## src/rtl/load_size_unit.sv

```systemverilog
`default_nettype none
// ============================================================================
// Module      : load_size_unit
// Description : Sequences one memory read, then extracts, sign- or zero-
//               extends and returns a word/half/byte load result.
// Revision    : 1.0 - initial release
// ============================================================================
module load_size_unit #(
  parameter int MEM_LAT = 2
) (
  input  logic        clk,
  input  logic        reset_n,
  input  logic        start,
  input  logic [1:0]  ls_ctrl,
  input  logic [1:0]  addr_lo,
  input  logic        sign_en,
  input  logic [31:0] mem_data,
  output logic        mem_rd,
  output logic [31:0] data_out,
  output logic        done,
  output logic        err,
  output logic        busy
);

  localparam logic [3:0] c_wait_init = 4'(MEM_LAT - 1);
  localparam logic [1:0] c_ls_word   = 2'b00;
  localparam logic [1:0] c_ls_half   = 2'b01;
  localparam logic [1:0] c_ls_byte   = 2'b10;

  typedef enum logic [1:0] {
    S_IDLE = 2'd0,
    S_REQ  = 2'd1,
    S_WAIT = 2'd2,
    S_DONE = 2'd3
  } state_t;

  state_t      r_state, w_state_nxt;
  logic [3:0]  r_cnt, w_cnt_nxt;
  logic [1:0]  r_ls, w_ls_nxt;
  logic [1:0]  r_addr, w_addr_nxt;
  logic        r_sign, w_sign_nxt;
  logic        r_mem_rd, w_mem_rd_nxt;
  logic        r_done, w_done_nxt;
  logic        r_err, w_err_nxt;
  logic [31:0] r_data_out, w_data_nxt;

  logic        w_legal;
  logic [7:0]  w_byte;
  logic [15:0] w_half;
  logic [31:0] w_ext;

  // Request legality is judged on the live inputs, since it is decided in IDLE
  always_comb begin
    w_legal = 1'b0;
    case (ls_ctrl)
      c_ls_word: w_legal = (addr_lo == 2'b00);
      c_ls_half: w_legal = ~addr_lo[0];
      c_ls_byte: w_legal = 1'b1;
      default:   w_legal = 1'b0;
    endcase
  end

  // Extraction uses only the latched request fields
  always_comb begin
    w_byte = mem_data[7:0];
    case (r_addr)
      2'd0:    w_byte = mem_data[7:0];
      2'd1:    w_byte = mem_data[15:8];
      2'd2:    w_byte = mem_data[23:16];
      default: w_byte = mem_data[31:24];
    endcase
    w_half = r_addr[1] ? mem_data[31:16] : mem_data[15:0];
    case (r_ls)
      c_ls_byte: w_ext = {{24{r_sign & w_byte[7]}}, w_byte};
      c_ls_half: w_ext = {{16{r_sign & w_half[15]}}, w_half};
      default:   w_ext = mem_data;
    endcase
  end

  always_comb begin
    w_state_nxt  = r_state;
    w_cnt_nxt    = r_cnt;
    w_ls_nxt     = r_ls;
    w_addr_nxt   = r_addr;
    w_sign_nxt   = r_sign;
    w_mem_rd_nxt = 1'b0;
    w_done_nxt   = 1'b0;
    w_err_nxt    = 1'b0;
    w_data_nxt   = r_data_out;
    case (r_state)
      S_IDLE: begin
        if (start) begin
          if (w_legal) begin
            w_ls_nxt     = ls_ctrl;
            w_addr_nxt   = addr_lo;
            w_sign_nxt   = sign_en;
            w_mem_rd_nxt = 1'b1;
            w_state_nxt  = S_REQ;
          end else begin
            w_done_nxt  = 1'b1;
            w_err_nxt   = 1'b1;
            w_data_nxt  = 32'd0;
            w_state_nxt = S_DONE;
          end
        end
      end
      S_REQ: begin
        w_cnt_nxt   = c_wait_init;
        w_state_nxt = S_WAIT;
      end
      S_WAIT: begin
        if (r_cnt == 4'd0) begin
          w_data_nxt  = w_ext;
          w_done_nxt  = 1'b1;
          w_state_nxt = S_DONE;
        end else begin
          w_cnt_nxt = r_cnt - 4'd1;
        end
      end
      S_DONE: begin
        w_state_nxt = S_IDLE;
      end
      default: begin
        w_state_nxt = S_IDLE;
      end
    endcase
  end

  always_ff @(posedge clk or negedge reset_n) begin
    if (!reset_n) begin
      r_state    <= S_IDLE;
      r_cnt      <= 4'd0;
      r_ls       <= 2'd0;
      r_addr     <= 2'd0;
      r_sign     <= 1'b0;
      r_mem_rd   <= 1'b0;
      r_done     <= 1'b0;
      r_err      <= 1'b0;
      r_data_out <= 32'd0;
    end else begin
      r_state    <= w_state_nxt;
      r_cnt      <= w_cnt_nxt;
      r_ls       <= w_ls_nxt;
      r_addr     <= w_addr_nxt;
      r_sign     <= w_sign_nxt;
      r_mem_rd   <= w_mem_rd_nxt;
      r_done     <= w_done_nxt;
      r_err      <= w_err_nxt;
      r_data_out <= w_data_nxt;
    end
  end

  assign mem_rd   = r_mem_rd;
  assign done     = r_done;
  assign err      = r_err;
  assign data_out = r_data_out;
  assign busy     = (r_state != S_IDLE);

endmodule
`default_nettype wire

```

## config.mk

```make
export PLATFORM = sky130hd
export DESIGN_NAME = load_size_unit
export DESIGN_NICKNAME = d
export VERILOG_FILES = /design/src/rtl/load_size_unit.sv
export SDC_FILE = /design/constraint.sdc
export NUM_CORES = 1
export LEC_CHECK = 0
export CELL_PAD_IN_SITES_DETAIL_PLACEMENT = 1
export CELL_PAD_IN_SITES_GLOBAL_PLACEMENT = 1
export CORE_MARGIN = 2
export CORE_UTILIZATION = 38
export DETAILED_ROUTE_END_ITERATION = 8
export DONT_BUFFER_PORTS = 1
export GPL_TIMING_DRIVEN = 0
export PLACE_DENSITY_LB_ADDON = 0.1
export SYNTH_ARGS = -nofsm -noshare
export SYNTH_HDL_FRONTEND = slang
export SYNTH_SLANG_ARGS = --single-unit
```

## constraint.sdc

```tcl
create_clock -name clk -period 2.06 [get_ports clk]
set_input_delay 0.206 -clock clk [delete_from_list [all_inputs] [get_ports clk]]
set_output_delay 0.206 -clock clk [all_outputs]
set_load 0.1 [all_outputs]
```

Word-level counts from Yosys, hierarchy flattened:

Index checks and enable logic that the tools add are counted.
Widths: inputs -> output; s select.

* bits in registers: 46
* word-level logic and storage cells: 60

* add/sub/neg operators: 1
* equality and inequality tests: 13
* multiplexer cells: 22
* bitwise gates (word level): 3
* reductions and logical operators: 12

Operators by type and width (count)
* $pmux 32 s2: 2
* $mux 32: 3
* $pmux 8 s3: 1
* $mux 16: 1
* $eq 2x2->1 const B: 5
* $eq 2x1->1 const B: 4
* $logic_not 2->1: 4
* $ne 2x2->1 const B: 4
* $pmux 2 s4: 1
* $pmux 4 s2: 1
* $mux 1: 7
* $mux 2: 3
* $reduce_bool 2->1: 3
* $logic_not 4->1: 1
* $mux 4: 1
* $reduce_and 2->1: 2
* $reduce_and 4->1: 1
* $sub 4x1->4 const B: 1
* $pmux 1 s3: 1
* $reduce_and 3->1: 1
* $and 1x1->1: 2
* $pmux 1 s2: 1
* $not 1->1: 1

Logic depth before layout (Yosys ltp):

* word-level depth: 6
* depth in mapped cells: 8
* gate-level depth less buffers: 6

Worst setup path after synthesis:

Ideal clock, no wire load.

* path type: register to register
* start: register r_state[0]
* end: register r_data_out[23] (netlist: data_out[23])
* arrival: 2207 ps
* path slack: -272 ps
* cell stages (with the launch flop): 9
* clock period less this slack: 2332 ps
* cells stage by stage: dfrtp_1 inv_1 ha_1 buf_2 inv_1 o21ai_0 a21bo_2 clkbuf_1 a221o_1

* word-level cells in the longest chain between the ends: 3
* elaborated cells on any way between the ends: 8
* those cells by class: eq/ne: 4; mux: 1; reduce/logical: 3

Ends and longest elaborated chain
* from (decl): line 37 `state_t r_state, w_state_nxt;`
* from (signal assigned): line 141 `r_state <= w_state_nxt;`
* $eq 2x2->1 or $logic_not 2->1 (tied branches): line 90 `case (r_state)`
* $ne 2x2->1 (no line) or $reduce_bool 2->1 (tied branches)
* $reduce_and 4->1 (no line)
* to (signal assigned): line 149 `r_data_out <= w_data_nxt;`
* to (decl): line 45 `logic [31:0] r_data_out, w_data_nxt;`

Parallel ways exist; a longest one is shown, timed or not.
A chain may end at the register's enable or synchronous reset.

Worst setup path in the final report:

Same ends and word-level chain as after synthesis.

==> summary.txt <==
Synthesis
  – Top post-synthesis cells by count: 46 x sky130_fd_sc_hd__dfrtp_1, 24 x sky130_fd_sc_hd__a221o_1, 16 x sky130_fd_sc_hd__a22o_1, 16 x sky130_fd_sc_hd__mux2_2, 14 x sky130_fd_sc_hd__nand2_1
  – Synthesized net count: 251
  – Synth warn: 0
  – Compound-cell area share of the yosys netlist: 27.2%
  – Number of library cell types mapped by synthesis: 36
  – Library cell with the highest instance count after synthesis: sky130_fd_sc_hd__dfrtp_1
  – Mean area per synthesized cell: 11.7 µm²
  – Async set or reset register ratio after synthesis: 100%
  – Prevailing post-synth register cell: sky130_fd_sc_hd__dfrtp_1
  – Portion of synthesized cell area occupied by the leading cell type: 48.1%
  – Simple-gate area share of the yosys netlist: between 8 and 9%
  – Main combinational cell family by area after synthesis: compound AO/OA/AOI/OAI gates
  – Multiplexer share of the synthesized area: 8.15%
  – Xor and xnor area share after synthesis: 0%
  – Post-synthesis sequential area ratio: 48.1%
  – Post-synthesis instance total: 205
  – Number of enable-type register cells in the synthesized netlist: 0
  – Yosys top cell by area: sky130_fd_sc_hd__dfrtp_1
  – Flops & latches, synth: 46
  – Fraction of the mapped netlist area in adder cells: under 10%
  – Cell area after synthesis: 2390 µm²
  – Main area contributors after synthesis: sky130_fd_sc_hd__dfrtp_1 48%, sky130_fd_sc_hd__a221o_1 10%, sky130_fd_sc_hd__mux2_2 7.5%

STA
  – Worst slew slack as a fraction of its limit: 36.4%
  – Worst Hold Margin: 0.0342 ns
  – Least setup slack across all paths after layout: -0.191 ns
  – Setup_tns: -4.87 ns
  – Maximum clock frequency: 0.444 GHz
  – Minimum clock period after layout: 2.25 ns
  – Final clock skew: 0.0136 ns
  – Portion of the clock cycle consumed by the worst path in the final layout: 109%
  – Final setup fails: 32
  – Worst-margin pin slew: 0.954 ns
  – Setup repair after global routing missed its margin: yes
  – Final count of hold timing violations: 0
  – Max-slew violation count: 0

Routing
  – Drt first pass iters: 4
  – Wire per inst: ~24 µm
  – Detailed-route DRC error count: 0
  – Vias per cell: around 6.0
  – Final ANT Viol Nets: 0
  – Vias: 1800
  – Drt initial violations: 61
  – Total wire length after detailed routing: slightly above 7000 µm

Clocking
  – Clock latency reported for the late side of the worst-skew pair: 0.31 ns
  – CTS H-Tree Depth: 2
  – Max clock buf depth: 2
  – CTS buffer count: 5
  – Clock input transition at the sequential cells of the worst setup and hold paths: 0.10 ns
  – TritonCTS Sinks: 46
  – CTS tree: yes
  – Cell at the root of the clock tree: sky130_fd_sc_hd__clkbuf_8

Placement
  – Final GP Congestion: roughly 0.74
  – Number of port buffers: 0
  – HPWL after DPL: 5150 µm

Setup path
  – Crit Path Max Fanout: 7
  – Reg2reg start: r_state[0]$_DFFE_PN0P_
  – Depth of the worst register-to-register path: 7
  – R2r endpoint: data_out[23]$_DFFE_PN0P_
  – Crit path launch: r_state[0]$_DFFE_PN0P_
  – Crit end category: register
  – Category of the most critical setup path: register to register
  – CP Data Arrival Time: 2.44 ns
  – Setup crit start kind: register
  – Register-to-register path setup slack: -0.19 ns
  – Endpoint required time on the critical path: 2.25 ns

Outcome
  – Violated checks: setup timing
  – Run status: complete, but fails checks

Worst hold path
  – Worst Hold Path Cells: 1
  – Worst Hold Class: input port to register
  – Startpoint of the most critical hold path: mem_data[22]
  – Worst-case hold path end point: data_out[22]$_DFFE_PN0P_

Floorplanning
  – Number of top-level pins: 76
  – Initial core utilization: about two fifths
  – Placeable core region: 5990 µm²
  – Floorplan die width: 83.4 µm
  – Die Ht: 83.4 µm
  – Number of cell rows: 28
  – Die Outline Area: around 7000 µm²

Layout
  – Final-stage net count: 268
  – Fillers: 630
  – Layout Utilization: 47.2%
  – Fraction of final layout cells with drive strength greater than 1: 26.0%
  – Synthesis-to-layout area growth: 18.2%
  – Count of antenna diodes in the layout: 0

Global routing
  – Total overflow reported by the global router: 0
  – Vias in the first global route: 1963
  – Number of antenna violations at the first check in global routing: 0
  – Maximum number of pins on one net before global-route repair: 47
  – Global-route wire length before repair: 11500 µm
  – GRT Util Overall: 21.0%

Flow run
  – # Max-Cap Violations: 0
## per-layer routing
layer | vias to the layer above | routed length (µm) | global-route usage, %
met5 | - | 0 | 0
met4 | 0 | 68 | 5.22
met3 | 7 | 397 | 6.36
met2 | 45 | 3560 | 36.4
met1 | 929 | 3090 | 25.5
li1 | 819 | - | -
## area by class of cell
type | instances | area [µm²] | area share [%]
plain buffers | 11 | 98.8 | 3.49
clock buffers | 5 | 68.8 | 2.43
clock inverters | 3 | 68.8 | 2.43
inverters | 11 | 45.0 | 1.59
multi-input cells | 136 | 1190 | 42.0
flip-flops and latches | 46 | 1150 | 40.7
well taps | 75 | 93.8 | 3.32
repair buffers | 11 | 115 | 4.07
## state kept, by name, indices dropped and copies added, names as in the netlist
register and cells:
data_out 32, r_cnt 4, r_addr 2, r_ls 2, r_state 2, done 1
err 1, mem_rd 1, r_sign 1
## placed cells by master (no fill, tap or decap), types with 4 or more instances in the layout
master	Yosys	layout
sky130_fd_sc_hd__dfrtp_1	46	46
sky130_fd_sc_hd__a221o_1	24	24
sky130_fd_sc_hd__a2bb2oi_1	9	9
sky130_fd_sc_hd__nor2b_1	11	11
sky130_fd_sc_hd__mux2_2	16	16
sky130_fd_sc_hd__a22o_1	16	16
sky130_fd_sc_hd__clkbuf_8	0	6
sky130_fd_sc_hd__nand2b_1	4	4
sky130_fd_sc_hd__inv_1	11	8
sky130_fd_sc_hd__o21ai_0	9	8
sky130_fd_sc_hd__buf_4	0	7
sky130_fd_sc_hd__ha_1	6	5
sky130_fd_sc_hd__nand2_1	14	14
## critical path: stages, from the launching register on
cell and delay [ns]:
sky130_fd_sc_hd__dfrtp_1 0.40, sky130_fd_sc_hd__inv_2 0.09, sky130_fd_sc_hd__ha_4 0.15, sky130_fd_sc_hd__clkinvlp_4 0.43, sky130_fd_sc_hd__o21ai_2 0.29, sky130_fd_sc_hd__a21bo_4 0.30
sky130_fd_sc_hd__clkbuf_16 0.16, sky130_fd_sc_hd__a221o_1 0.30
## kinds of logic after synthesis
group                      count (synthesis)
buffers and inverters                     23
AOI/OAI and AO/OA                         73
DFF                                       46
muxes                                     17
adders and majority gates                  6
and+or+nand+nor                           40
## through the flow
step           instance area, µm²  instances  setup slack [ns]
2_1_floorplan                2430        205            -0.182
5_1_grt                      2830        298            -0.226
3_3_place_gp                 2520        280            -0.309
6_report                     2830        298            -0.191
3_5_place_dp                 2520        280            -0.386
4_1_cts                      2800        296            -0.252
## how the worst max path moves through the flow
stage / to / slack [ns] / depth (start not counted)
floorplan: data_out[23]$_DFFE_PN0P_ / -0.18 / 8
global placement: data_out[22]$_DFFE_PN0P_ / -0.31 / 8
detailed placement: data_out[21]$_DFFE_PN0P_ / -0.39 / 8
CTS: data_out[19]$_DFFE_PN0P_ / -0.25 / 8
global route: data_out[23]$_DFFE_PN0P_ / -0.23 / 7
finish: data_out[23]$_DFFE_PN0P_ / -0.19 / 7
## timing repair
item	4_1_cts	5_1_grt
setup buffers	4	3
hold buffers	2	0
gates resized for setup	9	8
gates cloned	2	0
pin swaps	1	6
hold endpoints to repair	46	0
endpoints found under the setup margin	32	32
Power is left out: the tool's default activity adds up to more than one toggle a clock period on the data nets, which glitch-free logic cannot reach.
